--- src/rtl/frame_sync_pkg.sv ---
// frame_sync_pkg: state type, sync constants and stat helpers.
// Stat counters are built only with FRAME_SYNC_STATS_EN defined.
package frame_sync_pkg;

  typedef enum logic [1:0] {
    HUNT  = 2'd0,
    CHECK = 2'd1,
    LOCK  = 2'd2
  } state_e;

  localparam int SYNC_LEN = 8;
  localparam logic [SYNC_LEN-1:0] SYNC_PAT = 8'b11010011;
  localparam int STAT_W = 16;

  function automatic logic [STAT_W-1:0] sat_inc(
    input logic [STAT_W-1:0] v,
    input logic              en
  );
    return (en && v != '1) ? v + 1'b1 : v;
  endfunction

endpackage

--- src/rtl/frame_deser.sv ---
// frame_deser: payload shift register and parallel word output.
// The last payload bit goes straight into DOUT, so history is PAY_W-1 deep.
module frame_deser
  import frame_sync_pkg::*;
#(
  parameter int PAY_W = 16
) (
  input  logic             clk,
  input  logic             rst,
  input  logic             din,
  input  logic             shift_en,
  input  logic             word_last,
  input  logic             deliver_en,
  output logic [PAY_W-1:0] dout,
  output logic             dvalid
);

  logic [PAY_W-2:0] sr_q, sr_d;
  logic [PAY_W-1:0] dout_q, dout_d;
  logic [PAY_W-1:0] word;
  logic             dvalid_q, dvalid_d;

  assign word = {sr_q, din};

  always_comb begin
    sr_d     = sr_q;
    dout_d   = dout_q;
    dvalid_d = 1'b0;
    if (shift_en) begin
      sr_d = word[PAY_W-2:0];
    end
    if (shift_en && word_last && deliver_en) begin
      dout_d   = word;
      dvalid_d = 1'b1;
    end
  end

  always_ff @(posedge clk) begin
    if (rst) begin
      sr_q     <= '0;
      dout_q   <= '0;
      dvalid_q <= 1'b0;
    end else begin
      sr_q     <= sr_d;
      dout_q   <= dout_d;
      dvalid_q <= dvalid_d;
    end
  end

  assign dout   = dout_q;
  assign dvalid = dvalid_q;

endmodule

--- src/rtl/frame_sync.sv ---
// frame_sync: hunt/check/lock frame aligner with payload deserializer.
// Define FRAME_SYNC_STATS_EN to build the FRAME_CNT/ERR_CNT counters.
module frame_sync
  import frame_sync_pkg::*;
#(
  parameter int PAY_W  = 16,
  parameter int LOCK_N = 3,
  parameter int MISS_N = 2
) (
  input  logic              CLK,
  input  logic              RST,
  input  logic              DIN,
  input  logic              SYNC_IN,
  output logic              LOCKED,
  output logic [PAY_W-1:0]  DOUT,
  output logic              DVALID,
  output logic              FRAME_ERR,
  output logic [STAT_W-1:0] FRAME_CNT,
  output logic [STAT_W-1:0] ERR_CNT
);

  localparam int FRAME_LEN = SYNC_LEN + PAY_W;
  localparam int BW = $clog2(FRAME_LEN);
  localparam int HW = $clog2(LOCK_N + 1);
  localparam int MW = $clog2(MISS_N + 1);

  localparam logic [BW-1:0] BCNT_LAST = BW'(FRAME_LEN - 1);
  localparam logic [BW-1:0] BCNT_WORD = BW'(PAY_W - 1);
  localparam logic [BW-1:0] BCNT_PAY  = BW'(PAY_W);
  localparam logic [HW-1:0] HIT_TGT   = HW'(LOCK_N);
  localparam logic [MW-1:0] MISS_TGT  = MW'(MISS_N);

  state_e        state_q, state_d;
  logic [BW-1:0] bcnt_q, bcnt_d, bcnt_inc;
  logic [HW-1:0] hit_q, hit_d;
  logic [MW-1:0] miss_q, miss_d;
  logic          locked_q, locked_d;
  logic          err_q, err_d;
  logic          slot;
  logic          shift_en, word_last, deliver_en;

  assign slot     = (bcnt_q == '0);
  assign bcnt_inc = (bcnt_q == BCNT_LAST) ? '0 : bcnt_q + 1'b1;

  always_comb begin
    state_d    = state_q;
    bcnt_d     = bcnt_inc;
    hit_d      = hit_q;
    miss_d     = miss_q;
    err_d      = 1'b0;
    shift_en   = (bcnt_q < BCNT_PAY);
    word_last  = (bcnt_q == BCNT_WORD);
    deliver_en = (state_q == LOCK);
    unique case (state_q)
      HUNT: begin
        // SYNC_IN marks payload bit 0: this cycle becomes BCNT 0
        bcnt_d    = '0;
        shift_en  = SYNC_IN;
        word_last = 1'b0;
        if (SYNC_IN) begin
          bcnt_d  = BW'(1);
          hit_d   = HW'(1);
          miss_d  = '0;
          state_d = (LOCK_N == 1) ? LOCK : CHECK;
        end
      end
      CHECK: begin
        if (slot && SYNC_IN) begin
          hit_d = hit_q + 1'b1;
          if (hit_q + 1'b1 == HIT_TGT) begin
            state_d = LOCK;
            miss_d  = '0;
          end
        end else if (slot) begin
          err_d   = 1'b1;
          state_d = HUNT;
          bcnt_d  = '0;
        end
      end
      LOCK: begin
        if (slot && SYNC_IN) begin
          miss_d = '0;
        end else if (slot) begin
          err_d  = 1'b1;
          miss_d = miss_q + 1'b1;
          if (miss_q + 1'b1 == MISS_TGT) begin
            state_d = HUNT;
            bcnt_d  = '0;
          end
        end
      end
      default: begin
        state_d = HUNT;
        bcnt_d  = '0;
      end
    endcase
    locked_d = (state_d == LOCK);
  end

  always_ff @(posedge CLK) begin
    if (RST) begin
      state_q  <= HUNT;
      bcnt_q   <= '0;
      hit_q    <= '0;
      miss_q   <= '0;
      locked_q <= 1'b0;
      err_q    <= 1'b0;
    end else begin
      state_q  <= state_d;
      bcnt_q   <= bcnt_d;
      hit_q    <= hit_d;
      miss_q   <= miss_d;
      locked_q <= locked_d;
      err_q    <= err_d;
    end
  end

  frame_deser #(
    .PAY_W(PAY_W)
  ) u_deser (
    .clk       (CLK),
    .rst       (RST),
    .din       (DIN),
    .shift_en  (shift_en),
    .word_last (word_last),
    .deliver_en(deliver_en),
    .dout      (DOUT),
    .dvalid    (DVALID)
  );

  assign LOCKED    = locked_q;
  assign FRAME_ERR = err_q;

`ifdef FRAME_SYNC_STATS_EN
  logic [STAT_W-1:0] fcnt_q, fcnt_d;
  logic [STAT_W-1:0] ecnt_q, ecnt_d;

  always_comb begin
    fcnt_d = sat_inc(fcnt_q, DVALID);
    ecnt_d = sat_inc(ecnt_q, FRAME_ERR);
  end

  always_ff @(posedge CLK) begin
    if (RST) begin
      fcnt_q <= '0;
      ecnt_q <= '0;
    end else begin
      fcnt_q <= fcnt_d;
      ecnt_q <= ecnt_d;
    end
  end

  assign FRAME_CNT = fcnt_q;
  assign ERR_CNT   = ecnt_q;
`else
  assign FRAME_CNT = '0;
  assign ERR_CNT   = '0;
`endif

endmodule

--- config.mk ---
export PLATFORM = sky130hd
export DESIGN_NAME = frame_sync
export DESIGN_NICKNAME = d
export VERILOG_FILES = /design/src/rtl/frame_sync_pkg.sv /design/src/rtl/frame_deser.sv /design/src/rtl/frame_sync.sv
export SDC_FILE = /design/constraint.sdc
export NUM_CORES = 1
export LEC_CHECK = 0
export ABC_AREA = 1
export BUFFER_PORTS_ARGS = -buffer_cell sky130_fd_sc_hd__clkbuf_2
export CAP_MARGIN = 20
export CORE_AREA = 2 2 104 56
export DETAILED_ROUTE_END_ITERATION = 8
export DIE_AREA = 0 0 106 58
export GPL_ROUTABILITY_DRIVEN = 0
export PLACE_DENSITY = 0.63
export SLEW_MARGIN = 20
export SYNTH_ARGS = -nofsm -noshare
export SYNTH_HDL_FRONTEND = slang
export SYNTH_SLANG_ARGS = --single-unit
--- constraint.sdc ---
create_clock -name CLK -period 3.7 [get_ports CLK]
set_clock_uncertainty 0.2 [all_clocks]
set_input_delay 0.37 -clock CLK [delete_from_list [all_inputs] [get_ports CLK]]
set_output_delay 0.37 -clock CLK [all_outputs]
set_load 0.005 [all_outputs]
* After elaboration in Yosys (flattened, before gate mapping) *
Index checks and enable logic that the tools add are counted.

storage, ports and cells
  logic and storage cells = 65
  register bits = 45
  output and inout port bits = 51
  input port bits = 4

operators by class
  mux-type cells = 29
  reductions and logical operators = 11
  eq/ne operators = 11
  $add $sub $neg = 3
  bitwise operators = 1
  magnitude comparators = 1

operators with widths
  operator             count
  $mux 5               6
  $mux 2               14
  $pmux 5 s3           1
  $pmux 2 s3           2
  $eq 2x2->1 const B   4
  $ne 2x2->1 const B   3
  $add 5x1->5 const B  1
  $eq 5x4->1 const B   1
  $eq 5x5->1 const B   1
  $logic_not 5->1      1
  $lt 5x5->1 const B   1
  $mux 1               5
  $reduce_and 5->1     1
  $add 2x1->2 const B  2
  $pmux 2 s2           1
  $logic_and 1x1->1    3
  $ne 3x3->1 const B   1
  $reduce_and 3->1     1
  $reduce_bool 3->1    1
  $reduce_or 3->1      1
  $eq 2x1->1 const B   1
  $logic_not 2->1      1
  $reduce_bool 2->1    1
  $reduce_or 2->1      1
  $not 1->1            1

* Depth between registers and ports, before layout *
  depth in word-level cells = 7
  depth in mapped cells = 10
  depth with buffers taken out = 10

* Hierarchy *
Synthesis repeated with hierarchy kept, for this count alone.

unflattened totals
  cell total of the unflattened synthesis = 319
  area, all modules = 2257.2 sq um

modules (own cells, without submodules)
  module       area each (sq um)  instances  sequential area each (sq um)  cells an instance
  frame_deser  1199.9             1          640.6                         169
  frame_sync   1057.3             1          260.2                         150

* Worst setup path after synthesis *
Ideal clock, no wire load.

  path kind = flip-flop to flip-flop
  start point = reg bcnt_q[0]
  end point = reg u_deser.dout_q[15] (netlist: u_deser.dout[15])
  period minus slack after synthesis = 1.657 ns
  cell stages (with the launch flop) = 9
  library setup time = 0.116 ns
  slack = 2.043 ns
  path buffers = 1
  data required time = 3.384 ns
  arrival = 1.341 ns
  path through = dfxtp_1 ha_1 nand2_1 nor2_1 ha_1 nand3_2 buf_2 o21ai_0 nor2_1

between the ends
  longest elaborated chain between the ends = 4
  elaborated cells between the ends (all ways) = 6
  classes of those cells = order compare (1); eq/ne (1); mux (2); reduce/logical (2)

RTL lines
  item                                      RTL line                            text
  start, declared                           frame_sync.sv:34                    logic [BW-1:0] bcnt_q, bcnt_d, bcnt_inc;
  start signal, assigned                    frame_sync.sv:110                   bcnt_q <= bcnt_d;
  $lt 5x5->1 or $eq 5x4->1 (tied branches)  frame_sync.sv:51, frame_sync.sv:52
  $mux 1                                    frame_sync.sv:54                    unique case (state_q)
  $logic_and 1x1->1 * (2 in series)         frame_deser.sv:32                   if (shift_en && word_last && deliver_en) begin
  end signal, assigned                      frame_deser.sv:45                   dout_q <= dout_d;
  end, declared                             frame_deser.sv:19                   logic [PAY_W-1:0] dout_q, dout_d;

Every way passes the cells marked *; elsewhere a longest branch is shown, timed or not.
A chain may end at the register's enable or synchronous reset.

* Worst setup path after layout *
  start point = reg bcnt_q[0]
  end point = reg u_deser.dout_q[14] (netlist: u_deser.dout[14])

Same word-level chain as after synthesis.

==> impl_metrics.csv <==
group,metric,value,unit
routing,via_per_inst,4.32,
sta,slew_headroom,0.395,
global_route,track_usage,0.139,
setup_path,path_class,"flop to flop",
die,dieArea,6150,um2
setup_path,crit_start,"bcnt_q[0]",
setup_path,end_kind,"flop",
power_and_ir_drop,ir_drop,184,uV
logic_synthesis,synth-adder-area-share,0.0528,
logic_synthesis,synth_top_family_by_area,"simple AND/OR/NAND/NOR gates",
cells_and_area,diodes,0,
die,die_h,58,um
logic_synthesis,synth-compound-area-share,0.0821,
logic_synthesis,synth_mux_area_frac,0,
cells_and_area,drive_above_1_share,0.174,
logic_synthesis,yosys_warnings,0,
job,timing.max_cap.violations,0,
cells_and_area,n_fill_cell,552,
die,coreArea,5250,um2
hold_path,worstHoldPathType,"input port to flop",
routing,wl_met1,2290,um
clock_network,clk_transition_reported_paths,0.09,ns
clock_network,post_cts_buffers,0,
hold_path,hp-start,"DIN",
logic_synthesis,synthesis.area,2130,um2
logic_synthesis,synth_seq_area_share,0.422,
die,ios,55,
clock_network,cts_tree,"built",
clock_network,cts_sinks,45,
routing,routed_wirelength,3940,um
sta,rsz0062_at_grt,"false",
clock_network,cts_resized,0,
sta,final.min_clock_period,2.01,ns
routing,drcViolationCount,0,
place,portBuffers,22,
cells_and_area,syn2layout_area_growth,7.50,%
clock_network,cts-root-buf,"clkbuf_8",
clock_network,postCtsHoldBufs,0,
power_and_ir_drop,pwr-share-clk,0.374,
routing,top_layer,"met4",
sta,post-route-period-util,0.544,
power_and_ir_drop,p_seq_frac,0.507,
global_route,grt_pass1_wl,6590,um
power_and_ir_drop,p_switching,289,uW
routing,wl_met3,202,um
routing,detail_route.wl_per_cell,10.6,um
setup_path,worstReg2RegStart,"bcnt_q[0]",
logic_synthesis,synth_cell_types,26,
logic_synthesis,synth-simple-area-share,0.269,
die,initial_utilization,0.406,
sta,finalHoldViolations,0,
place,dp_hpwl,2840,um
sta,setup_ws,1.69,ns
sta,setup-violations-final,0,
setup_path,cp.arrival,2.05,ns
logic_synthesis,synth_xor_area_frac,0.00410,
routing,drtIter0Drc,67,
die,die_x,106,um
logic_synthesis,syn-instance-count,276,
sta,fmax,497,MHz
logic_synthesis,synth_area_per_cell,7.73,um2
global_route,grt-ovfl-total,0,
logic_synthesis,synth_seq_cells,45,
place,pre_cts_ws,1.70,ns
setup_path,crit_path_start_kind,"flop",
setup_path,required,3.74,ns
global_route,first_global_vias,1365,
routing,wl_met2,1410,um
sta,max_slew.worst_pin.slew,0.906,ns
outcome,status,"completed",
setup_path,critPathMaxFanout,17,
power_and_ir_drop,power_density,456,nW/um2
clock_network,numCtsBuffers,5,
global_route,grt_start_max_net_pins,36,
sta,finalSetupTns,0,ns
clock_network,ctsLongestPathBuffers,2,
global_route,antenna_found_initial,0,
clock_network,h-tree-depth,2,
cells_and_area,nets,311,
sta,slew_violations,0,
routing,first_pass_iters,4,
die,rows,19,
clock_network,clock_latency,0.30,ns
routing,vias,1608,
routing,ant_nets,0,
power_and_ir_drop,cellLeakagePower,1.10,nW
power_and_ir_drop,swShare,0.276,
power_and_ir_drop,power.internal,758,uW
power_and_ir_drop,combPwrFrac,0.120,
==> worst paths after layout <==
path / depth (start not counted) / slack [ns] / to
max: 8 / 1.69 / u_deser.dout[14]
min: 3 / 0.07 / u_deser.dout[0]
max reg2reg: 8 / 1.69 / u_deser.dout[14]
min reg2reg: 2 / 0.27 / hit_q[1]
==> flip-flops by register name (all words and copies together), names as in the netlist <==
name	count
u_deser.dvalid	1
u_deser.sr_q	15
state_q	2
hit_q	2
LOCKED	1
miss_q	2
bcnt_q	5
FRAME_ERR	1
u_deser.dout	16
==> cells in the mapped netlist <==
library cell  count  area [um2]
buf_2             2        10.0
nand3_1          16        80.1
nor3_1            2        10.0
nor2_1           57         214
nand2_4           1        11.3
ha_1              9         113
nand2_1          31         116
nor2_4            3        33.8
o21ai_0          25         125
nor3b_2           1        12.5
dfxtp_1          45         901
buf_6             1        11.3
o21ai_1           2        10.0
conb_1            1        3.75
inv_2             7        26.3
xor2_1            1        8.76
buf_4            33         248
nor2_2            2        12.5
a21oi_1           8        40.0
inv_1            15        56.3
nand3_2           1        10.0
nor3_2            1        10.0
nand3b_1          1        7.51
nand4_1           3        18.8
clkbuf_1          2        7.51
nand2_2           6        37.5
==> stage by stage <==
| step | power [mW] | instances | utilization | hold slack [ns] | instance area (um2) |
|---|---|---|---|---|---|
| detailed placement | 0.664 | 364 | 0.414 | 0.258 | 2180 |
| floorplan | 0.665 | 307 | - | 0.235 | 2250 |
| finish | 1.05 | 372 | 0.437 | 0.0672 | 2290 |
| global placement | 0.662 | 364 | 0.414 | 0.255 | 2180 |
| global route | 1.11 | 372 | 0.437 | 0.0906 | 2290 |
| CTS | 1.06 | 372 | 0.437 | 0.0645 | 2290 |
==> power by group through the flow <==
stage          logic (mW)  clock network (mW)  registers [mW]
2_1_floorplan       0.129                   0           0.536
3_3_place_gp        0.122                   0           0.541
3_5_place_dp        0.123                   0           0.541
4_1_cts             0.124               0.402           0.530
5_1_grt             0.147               0.427           0.535
6_report            0.125               0.391           0.530
==> cell type report <==
| class | instances | area [um2] | share of cell area |
|---|---|---|---|
| inverter | 22 | 82.6 | 0.0360 |
| tap | 73 | 91.3 | 0.0398 |
| clock inverter | 3 | 50.0 | 0.0218 |
| timing repair buffer | 22 | 110 | 0.0480 |
| sequential | 45 | 901 | 0.393 |
| multi-input combinational | 202 | 991 | 0.432 |
| clock buffer | 5 | 68.8 | 0.0300 |
==> per-layer routing <==
metal	vias up	track usage
li1	860	-
met1	701	0.219
met2	42	0.173
met3	5	0.0427
met4	0	0.0451
met5	-	0
==> worst max-delay path: stages, from the launching register on <==
cell and delay [ns]:
dfxtp_1 0.36, ha_1 0.20, nand2_1 0.08, nor2_1 0.10, ha_1 0.16, nand3_2 0.33, inv_2 0.26, o21ai_0 0.10
a21oi_1 0.15
==> cell families (layout without fill, tap and decap cells) <==
family	after synthesis	in the layout
AND/OR/NAND/NOR	125	125
adder cells (fa/ha/maj)	9	9
buffers and inverters	60	52
AO/OA/AOI/OAI	35	35
XOR/XNOR	1	1
other	1	32
flip-flops	45	45
==> cells in the final DEF, fill, tap and decap left out <==
cell / count
nor2_1: 57
dfxtp_1: 45
conb_1: 32
nand2_1: 31
o21ai_0: 25
clkbuf_2: 22
nand3_1: 16
inv_1: 15
ha_1: 9
a21oi_1: 8
inv_2: 7
nand2_2: 6
clkbuf_8: 5
nor2_4: 3
nand4_1: 3
nor2_2: 2
o21ai_1: 2
nor3_1: 2
nand3_2: 1
nand2_4: 1
nor3_2: 1
xor2_1: 1
nor3b_2: 1
nand3b_1: 1
bufinv_16: 1
inv_8: 1
clkinv_4: 1
Note: power is estimated with default switching activity, not from simulation.
